File: config.mk
export PLATFORM = sky130hd
export DESIGN_NAME = bullet_pool_ctrl
export DESIGN_NICKNAME = d
export VERILOG_FILES = /design/src/rtl/bullet_pkg.sv /design/src/rtl/bullet_slot_alloc.sv /design/src/rtl/bullet_pool_ctrl.sv
export SDC_FILE = /design/constraint.sdc
export NUM_CORES = 1
export LEC_CHECK = 0
export CORE_ASPECT_RATIO = 1.75
export CORE_UTILIZATION = 60
export DETAILED_ROUTE_END_ITERATION = 10
export PLACE_DENSITY_LB_ADDON = 0.25
export SLEW_MARGIN = 20
export SYNTH_ARGS = -nofsm -noshare
export SYNTH_HDL_FRONTEND = slang
export SYNTH_SLANG_ARGS = --single-unit
File: constraint.sdc
create_clock -name i_clk -period 6.15 [get_ports i_clk]
set_input_delay 0.615 -clock i_clk [delete_from_list [all_inputs] [get_ports i_clk]]
set_output_delay 0.615 -clock i_clk [all_outputs]
set_load 0.01 [all_outputs]
File: src/rtl/bullet_pkg.sv
// Shared types and helpers for the enemy-bullet pool: controller states,
// slot record and the per-frame position step / screen-bounds test.
package bullet_pkg;

  localparam int N_SLOTS_DEF = 8;
  localparam int SCR_W_DEF   = 640;
  localparam int SCR_H_DEF   = 480;
  localparam int COORD_W     = 10;
  localparam int VEL_W       = 4;
  localparam int POS_W       = 11;

  typedef enum logic [1:0] {
    ST_IDLE   = 2'd0,
    ST_UPDATE = 2'd1,
    ST_SPAWN  = 2'd2
  } state_t;

  typedef struct packed {
    logic               valid;
    logic [COORD_W-1:0] x;
    logic [COORD_W-1:0] y;
    logic [VEL_W-1:0]   dx;
    logic [VEL_W-1:0]   dy;
  } slot_t;

  // Unsigned coordinate plus sign-extended velocity, in 11-bit signed space.
  function automatic logic signed [POS_W-1:0] step_pos(
    input logic [COORD_W-1:0] pos,
    input logic [VEL_W-1:0]   vel
  );
    return $signed({1'b0, pos}) + $signed({{(POS_W-VEL_W){vel[VEL_W-1]}}, vel});
  endfunction

  function automatic logic off_screen(
    input logic signed [POS_W-1:0] nx,
    input logic signed [POS_W-1:0] ny,
    input logic signed [POS_W-1:0] max_x,
    input logic signed [POS_W-1:0] max_y
  );
    return (nx < 11'sd0) || (nx > max_x) || (ny < 11'sd0) || (ny > max_y);
  endfunction

endpackage

File: src/rtl/bullet_slot_alloc.sv
// Lowest-index free-slot finder over the pool's occupancy vector.
module bullet_slot_alloc
  import bullet_pkg::*;
#(
  parameter  int N_SLOTS = N_SLOTS_DEF,
  localparam int IDX_W   = $clog2(N_SLOTS)
) (
  input  logic [N_SLOTS-1:0] i_valid,
  output logic               o_found,
  output logic [IDX_W-1:0]   o_idx
);

  // First empty slot wins; later empty slots are ignored once one is found.
  always_comb begin
    o_found = 1'b0;
    o_idx   = '0;
    for (int i = 0; i < N_SLOTS; i++) begin
      if (!i_valid[i] && !o_found) begin
        o_found = 1'b1;
        o_idx   = IDX_W'(i);
      end else begin
        o_idx = o_idx;
      end
    end
  end

endmodule

File: src/rtl/bullet_pool_ctrl.sv
// Enemy-bullet slot pool: spawns into the lowest free slot, moves every
// occupied slot once per frame and frees bullets that leave the screen.
module bullet_pool_ctrl
  import bullet_pkg::*;
#(
  parameter  int N_SLOTS = N_SLOTS_DEF,
  parameter  int SCR_W   = SCR_W_DEF,
  parameter  int SCR_H   = SCR_H_DEF,
  localparam int IDX_W   = $clog2(N_SLOTS),
  localparam int CNT_W   = IDX_W + 1
) (
  input  logic               i_clk,
  input  logic               i_reset,
  input  logic               i_frame_tick,
  input  logic               i_game_en,
  input  logic               i_clear_all,
  input  logic               i_spawn_req,
  input  logic [COORD_W-1:0] i_spawn_x,
  input  logic [COORD_W-1:0] i_spawn_y,
  input  logic [VEL_W-1:0]   i_spawn_dx,
  input  logic [VEL_W-1:0]   i_spawn_dy,
  output logic               o_spawn_ack,
  output logic               o_spawn_drop,
  input  logic [IDX_W-1:0]   i_rd_idx,
  output logic [COORD_W-1:0] o_rd_x,
  output logic [COORD_W-1:0] o_rd_y,
  output logic               o_rd_valid,
  output logic [CNT_W-1:0]   o_active_cnt,
  output logic               o_busy
);

  localparam logic signed [POS_W-1:0] MAX_X    = POS_W'(SCR_W - 1);
  localparam logic signed [POS_W-1:0] MAX_Y    = POS_W'(SCR_H - 1);
  localparam logic [IDX_W-1:0]        LAST_IDX = IDX_W'(N_SLOTS - 1);

  slot_t             r_slots [N_SLOTS];
  state_t            r_state;
  logic [IDX_W-1:0]  r_idx;
  logic              r_ack;
  logic              r_drop;
  logic              r_busy;
  logic [CNT_W-1:0]  r_cnt;

  logic [N_SLOTS-1:0]      w_valid_vec;
  logic                    w_found;
  logic [IDX_W-1:0]        w_free_idx;
  slot_t                   w_cur;
  slot_t                   w_rd;
  logic signed [POS_W-1:0] w_nx;
  logic signed [POS_W-1:0] w_ny;
  logic                    w_off;

  // Occupancy vector feeding the allocator.
  always_comb begin
    w_valid_vec = '0;
    for (int i = 0; i < N_SLOTS; i++) begin
      w_valid_vec[i] = r_slots[i].valid;
    end
  end

  bullet_slot_alloc #(.N_SLOTS(N_SLOTS)) u_alloc (
    .i_valid (w_valid_vec),
    .o_found (w_found),
    .o_idx   (w_free_idx)
  );

  // Next position of the slot currently being swept.
  always_comb begin
    w_cur = r_slots[r_idx];
    w_nx  = step_pos(w_cur.x, w_cur.dx);
    w_ny  = step_pos(w_cur.y, w_cur.dy);
    w_off = off_screen(w_nx, w_ny, MAX_X, MAX_Y);
  end

  // Controller FSM; reset and bomb both flush the pool and abort any operation.
  always_ff @(posedge i_clk) begin
    if (i_reset || i_clear_all) begin
      r_state <= ST_IDLE;
      r_idx   <= '0;
      r_ack   <= 1'b0;
      r_drop  <= 1'b0;
      r_busy  <= 1'b0;
      r_cnt   <= '0;
      for (int i = 0; i < N_SLOTS; i++) begin
        r_slots[i] <= '0;
      end
    end else begin
      r_ack  <= 1'b0;
      r_drop <= 1'b0;
      case (r_state)
        ST_IDLE: begin
          if (i_frame_tick && i_game_en) begin
            r_state <= ST_UPDATE;
            r_idx   <= '0;
            r_busy  <= 1'b1;
          end else if (i_spawn_req && !r_ack && !r_drop) begin
            // A request answered this cycle is still high; don't take it twice.
            r_state <= ST_SPAWN;
          end else begin
            r_state <= ST_IDLE;
          end
        end
        ST_UPDATE: begin
          if (w_cur.valid && w_off) begin
            r_slots[r_idx] <= '0;
            r_cnt          <= r_cnt - CNT_W'(1);
          end else if (w_cur.valid) begin
            r_slots[r_idx].x <= w_nx[COORD_W-1:0];
            r_slots[r_idx].y <= w_ny[COORD_W-1:0];
          end else begin
            r_cnt <= r_cnt;
          end
          if (r_idx == LAST_IDX) begin
            r_state <= ST_IDLE;
            r_busy  <= 1'b0;
            r_idx   <= '0;
          end else begin
            r_idx <= r_idx + IDX_W'(1);
          end
        end
        ST_SPAWN: begin
          if (i_game_en && w_found) begin
            r_slots[w_free_idx] <= '{valid: 1'b1, x: i_spawn_x, y: i_spawn_y,
                                     dx: i_spawn_dx, dy: i_spawn_dy};
            r_cnt <= r_cnt + CNT_W'(1);
            r_ack <= 1'b1;
          end else begin
            r_drop <= 1'b1;
          end
          r_state <= ST_IDLE;
        end
        default: begin
          r_state <= ST_IDLE;
          r_busy  <= 1'b0;
          r_idx   <= '0;
        end
      endcase
    end
  end

  assign w_rd         = r_slots[i_rd_idx];
  assign o_rd_valid   = w_rd.valid;
  assign o_rd_x       = w_rd.valid ? w_rd.x : '0;
  assign o_rd_y       = w_rd.valid ? w_rd.y : '0;
  assign o_spawn_ack  = r_ack;
  assign o_spawn_drop = r_drop;
  assign o_busy       = r_busy;
  assign o_active_cnt = r_cnt;

endmodule

# Yosys cells after proc, flatten, opt, wreduce, memory -nomap -nowiden

Memories as Yosys holds them, arrays and structs flattened. A register that Yosys moved wholly into a read port is not among the register bits.
Index checks and enable logic that the tools add are counted.

Bitwise gates (word level): 3
Multiplexer cells: 56
Shift operators: 0
Multipliers: 0
$add $sub $neg: 5
$lt $le $gt $ge: 4
Reductions and logical operators: 39
Equality and inequality tests: 7
Div/mod/pow operators: 0

Operator list:

| kind                                                        | count |
|---|---|
| 2-to-1 mux 29 bit                                           | 2 |
| OR reduction 29 bit                                         | 2 |
| 2-to-1 mux 10 bit                                           | 4 |
| 2-to-1 mux 3 bit                                            | 12 |
| 2-to-1 mux 1 bit                                            | 27 |
| adder 11 x 4 -> 11 bit                                      | 2 |
| less-than comparator 11 x 1 -> 1 bit, second input constant | 2 |
| zero test 1 bit                                             | 15 |
| logical AND 1 bit                                           | 12 |
| > comparator 11 x 10 -> 1 bit, second input constant        | 1 |
| > comparator 11 bit, second input constant                  | 1 |
| 2-to-1 mux 2 bit                                            | 5 |
| one-hot mux 3 bit (3 select lines)                          | 1 |
| 2-to-1 mux 4 bit                                            | 2 |
| inequality test 2 bit, second input constant                | 4 |
| one-hot mux 4 bit (2 select lines)                          | 1 |
| AND reduction 3 bit                                         | 2 |
| adder 4 x 1 -> 4 bit, second input constant                 | 1 |
| logical OR 1 bit                                            | 4 |
| one-hot mux 2 bit (2 select lines)                          | 1 |
| subtractor 4 x 1 -> 4 bit, second input constant            | 1 |
| adder 3 x 1 -> 3 bit, second input constant                 | 1 |
| == test 3 bit, second input constant                        | 1 |
| one-hot mux 1 bit (3 select lines)                          | 1 |
| other kinds (8)                                             | 9 |

Word-level logic and storage cells: 121
Memories kept: 1
Memory bits (read-only): 0
Memory bits (writable): 232
Output and inout port bits: 28
Latch bits: 0
Bits of input ports: 37
Flip-flop bits (word level): 12

Memory list:

| memory  | depth | bits a word | read ports | clocked after memory_dff | write ports | RTL line               | text |
|---|---|---|---|---|---|---|---|
| r_slots | 8     | 29          | 10         | 1                        | 8           | bullet_pool_ctrl.sv:36 | `slot_t r_slots [N_SLOTS];` |

# Longest topological paths before layout

An unclocked memory read counts as a cell.

Depth in word-level cells: 29
Mapped depth: 17
Depth with buffers taken out: 13

# By module

Synthesis repeated with hierarchy kept, for this count alone.

Cells, all modules: 986
Area total of the unflattened synthesis: 13311.5 sq um

By module, submodules not included:

| module            | instances | area each (sq um) | seq. area each (sq um) | cells an instance |
|---|---|---|---|---|
| bullet_pool_ctrl  | 1         | 13233.9           | 7267.0                 | 971 |
| bullet_slot_alloc | 1         | 77.6              | 0.0                    | 15 |

# Worst setup path before layout

No wires, ideal clock.

Path type: register to register
From: register (tool-made name)
To: memory r_slots[0][0] in the netlist's numbering, enable pin
Clock period less this slack: 5319 ps
Path buffers: 4
Data required time: 5760 ps
Cell stages (with the launch flop): 17
Setup slack: 831 ps
Setup time: 390 ps
Arrival: 4929 ps
Cell sequence: dfxtp_1 buf_2 buf_2 buf_1 mux4_2 mux2_2 ha_1 fa_1 a211oi_1 o21ai_0 o31ai_1 xnor2_1 and4_1 a2111oi_4 o21a_1 buf_2 o31ai_1

RTL lines:

| item             | RTL line |
|---|---|
| end: declaration | bullet_pool_ctrl.sv:36 |

==> metrics.md <==
| Metric | Value |
|---|---|
| Die area | 0.0226 mm^2 |
| N_diodes | 0 |
| First-pass GRT wire length | 52,500 um |
| Combinational Power Share | 9.2% |
| Critical path startpoint category | flop |
| Reg power frac | 53.0% |
| Vias in the first global route | 9,044 |
| CP Capture Type | flop |
| Worst-case reg-to-reg path depth | 14 |
| Antenna violations before repair | 0 |
| Synth top area cells | edfxtp_1 53%, mux4_2 17%, nor2_1 6.1% |
| DP Area | approximately 0.014 mm^2 |
| DRT Wirelength | 34,800 um |
| Yosys warning total | 0 |
| M2 GR Usage | 58.4% |
| Syn avg cell area | roughly 14 um^2 |
| Worst Skew | 11.2 ps |
| Ys flop type | edfxtp_1 |
| DRT Pass-1 Iters | 8 |
| Top Ports | 65 |
| Setup Viol. Count Final | 0 |
| DR vias/cell | 6.51 |
| Top cells by count, synth | 232 x edfxtp_1, 213 x nor2_1, 100 x mux4_2, 67 x and2_1, 43 x nand2_1 |
| Sink Count | 247 |
| Async set-or-reset flop fraction in the synthesized netlist | 0% |
| Final period util | 86.5% |
| GR Util met3 | 3.09% |
| Antenna viol nets, final | 0 |
| Clock tree root buffer cell | clkbuf_16 |
| Reg2reg end | r_slots[5][4] |
| Setup TNS | 0 ps |
| Rel. slew slack | 37.5% |
| Synth Register Bits | 247 |
| Mux share of post-synthesis cell area | a little over a fifth |
| Mapped Cells | 967 |
| Critical Path Fanout Max | 30 |
| Top-count cell post-synth | edfxtp_1 |
| Fill cells | 1,525 |
| CP Capture Point | r_slots[5][4] |
| Maximum root-to-sink buffer count | 3 |
| Drt first-iter violations | 713 |
| DPL Wire Length | 23,200 um |
| Internal power | between 0.002 and 0.003 W |
| Area leader, netlist | edfxtp_1 |
| Maximum vdd drop | 0.247 mV |
| WS Path Type | reg2reg |
| Area grow syn2layout | 13.3% |
| TritonCTS Buffers | 22 |
| Simple-gate share of the synthesized area | 12.5% |
| H-tree level count | 1 |
| Max incr delay on CP | 840 ps |
| Post-synthesis cell type count | 54 |
| Post-Synth Adder-Cell Area | 2.73% |
| Sw Share | 22.8% |
| Grt met1 use | approximately 36% |
| Die Ht | between 150 and 200 um |
| Measured slew at the worst slew-check pin | 937 ps |
| CP cell instances | buf_4, mux4_2, mux2_2, ha_1, inv_1, fa_1, nand2b_1, a21o_1, a31oi_1, xor2_1, or2_1, a2111oi_4, o21a_1, o21ai_1 |
| IO buf count | 64 |
| Post-synthesis compound-gate area fraction | 5.09% |
| Gr ovfl total | 0 |
| Status | finished, final reports clean |
| Gr usage total | around a third |
| Remaining DRCs | 0 |
| Pins Over Slew Limit | 0 |
| Type of the most critical hold path | reg2reg |
| Crit path required time | 6330 ps |
| Sequential area share after synthesis | 55.1% |
| Worst reg2reg setup slack | slightly above 800 ps |
| CTS clk-pin slew, worst paths | 60 ps |
| RSZ-0062 raised after global routing | no |
| Total number of vias | around 8,700 |
| Net count after synthesis | 1,031 |
| Ratio of cells with drive above 1 in the final layout | 20.1% |
| Post-synth EDFFs | 232 |
| Number of core rows | 71 |
| Arrival time of the worst setup path | 5500 ps |
| Mapped Area | 0.0132 mm^2 |
| Fin nets | 1,095 |
| Max Cap Viol | 0 |
| Net Switching | roughly 0.00083 W |
| Final Wtd Congestion | 0.963 |
| Hold slack | 487 ps |
| Leak | 5.31 nW |
| Post-synth top area share | a little over half |
| Wirelength per Cell | 26.0 um |
| Initial core utilization | between 60% and 70% |
| CP max-delay cell | dfxtp_2 |
| TritonCTS clock tree | built |
| Post-layout util | 69.5% |
| Setup repair bufs after CTS | 0 |
| Final hold violation count | 0 |
| Post-CTS Hold Fix Bufs | 0 |
| Core region area | 0.0215 mm^2 |
| Largest net degree at the start of global routing | 43 |
| Die span in x | 114 um |
| Layout Cell Area excl Fill | 0.0149 mm^2 |
| Xor and xnor area share after synthesis | between 1 and 1.5% |
| Combinational family with the most area after synthesis | multiplexers |
| CTS resizes | 0 |
| Busiest metal layer after global routing | met2 |
| Clk network pwr share | around 38% |
| Period minus WS final | 5320 ps |
| Maximum achievable frequency | 188 MHz |
| Power density over the cells | between 200 and 250 mW/mm^2 |
| Clk_lat worst skew | 530 ps |
how the worst min path moves through the flow:
stage / startpoint / endpoint / slack (ps) / cells past startpoint
6_report: o_active_cnt[2] / o_active_cnt[2] / 490 / 2
2_1_floorplan: o_active_cnt[2] / o_active_cnt[2] / 500 / 2
5_1_grt: o_active_cnt[2] / o_active_cnt[2] / 520 / 2
3_5_place_dp: o_active_cnt[2] / o_active_cnt[2] / 490 / 2
3_3_place_gp: o_active_cnt[2] / o_active_cnt[2] / 480 / 2
4_1_cts: o_active_cnt[2] / o_active_cnt[2] / 500 / 2
worst max-delay path, delay by kind of cell, from the launching register on:
family,cells,cell delay [ps]
and+or+nand+nor,2,480
AOI/OAI and AO/OA,5,1820
adders and majority gates,2,670
xor gates and xnor gates,1,130
DFF,1,840
buffers and inverters,2,550
muxes,2,440
state kept, by name, indices dropped and copies added (netlist names), named ones only:
name / count
o_active_cnt: 4
o_spawn_drop: 1
r_slots: 232
r_idx: 3
o_busy: 1
r_state: 2
o_spawn_ack: 1
layer usage:
metal	vias to the layer above	routed length, um
met5	-	0
met4	0	2450
met3	157	2530
met2	476	18800
met1	4278	11000
li1	3805	-
logic make-up (layout without fill, tap and decap cells):
family | Yosys count | count (layout)
compound gates | 86 | 86
xor+xnor | 18 | 18
fa+ha+maj | 27 | 27
buf+inv | 68 | 147
flops | 247 | 247
mux | 154 | 154
simple gates | 367 | 367
metrics by stage:
step	total power [W]	cells	setup WS (ps)
final	0.00365	1338	832
after global routing	0.00374	1338	491
after CTS	0.00365	1337	559
after detailed placement	0.00230	1298	611
after global placement	0.00229	1298	732
after floorplan	0.00216	967	831
cells in the final DEF (no fill, tap or decap), types with 13 or more instances in the layout:
| cell type | n |
|---|---|
| edfxtp_1 | 232 |
| nor2_1 | 213 |
| mux4_2 | 100 |
| and2_1 | 67 |
| clkdlybuf4s50_1 | 62 |
| nand2_1 | 43 |
| buf_4 | 32 |
| mux2i_1 | 27 |
| mux2_2 | 26 |
| ha_1 | 24 |
| clkbuf_16 | 23 |
| a21oi_1 | 20 |
| dfxtp_1 | 13 |
power by group through the flow:
stage / Combinational [W] / Clock [W] / Sequential (W)
6_report: 0.000334 / 0.00138 / 0.00193
5_1_grt: 0.000352 / 0.00145 / 0.00194
4_1_cts: 0.000333 / 0.00139 / 0.00193
3_5_place_dp: 0.000332 / 0 / 0.00197
3_3_place_gp: 0.000328 / 0 / 0.00196
2_1_floorplan: 0.000213 / 0 / 0.00195
final cells by class:
class,count,area (um^2),share of cell area (%)
clock buffer,29,598,4.00
tap,292,365,2.44
clock inverter,10,103,0.686
sequential,247,7270,48.6
multi-input combinational,652,5680,38.0
inverter,11,41.3,0.276
timing repair buffer,97,886,5.93
Note: power is estimated with default switching activity, not from simulation.
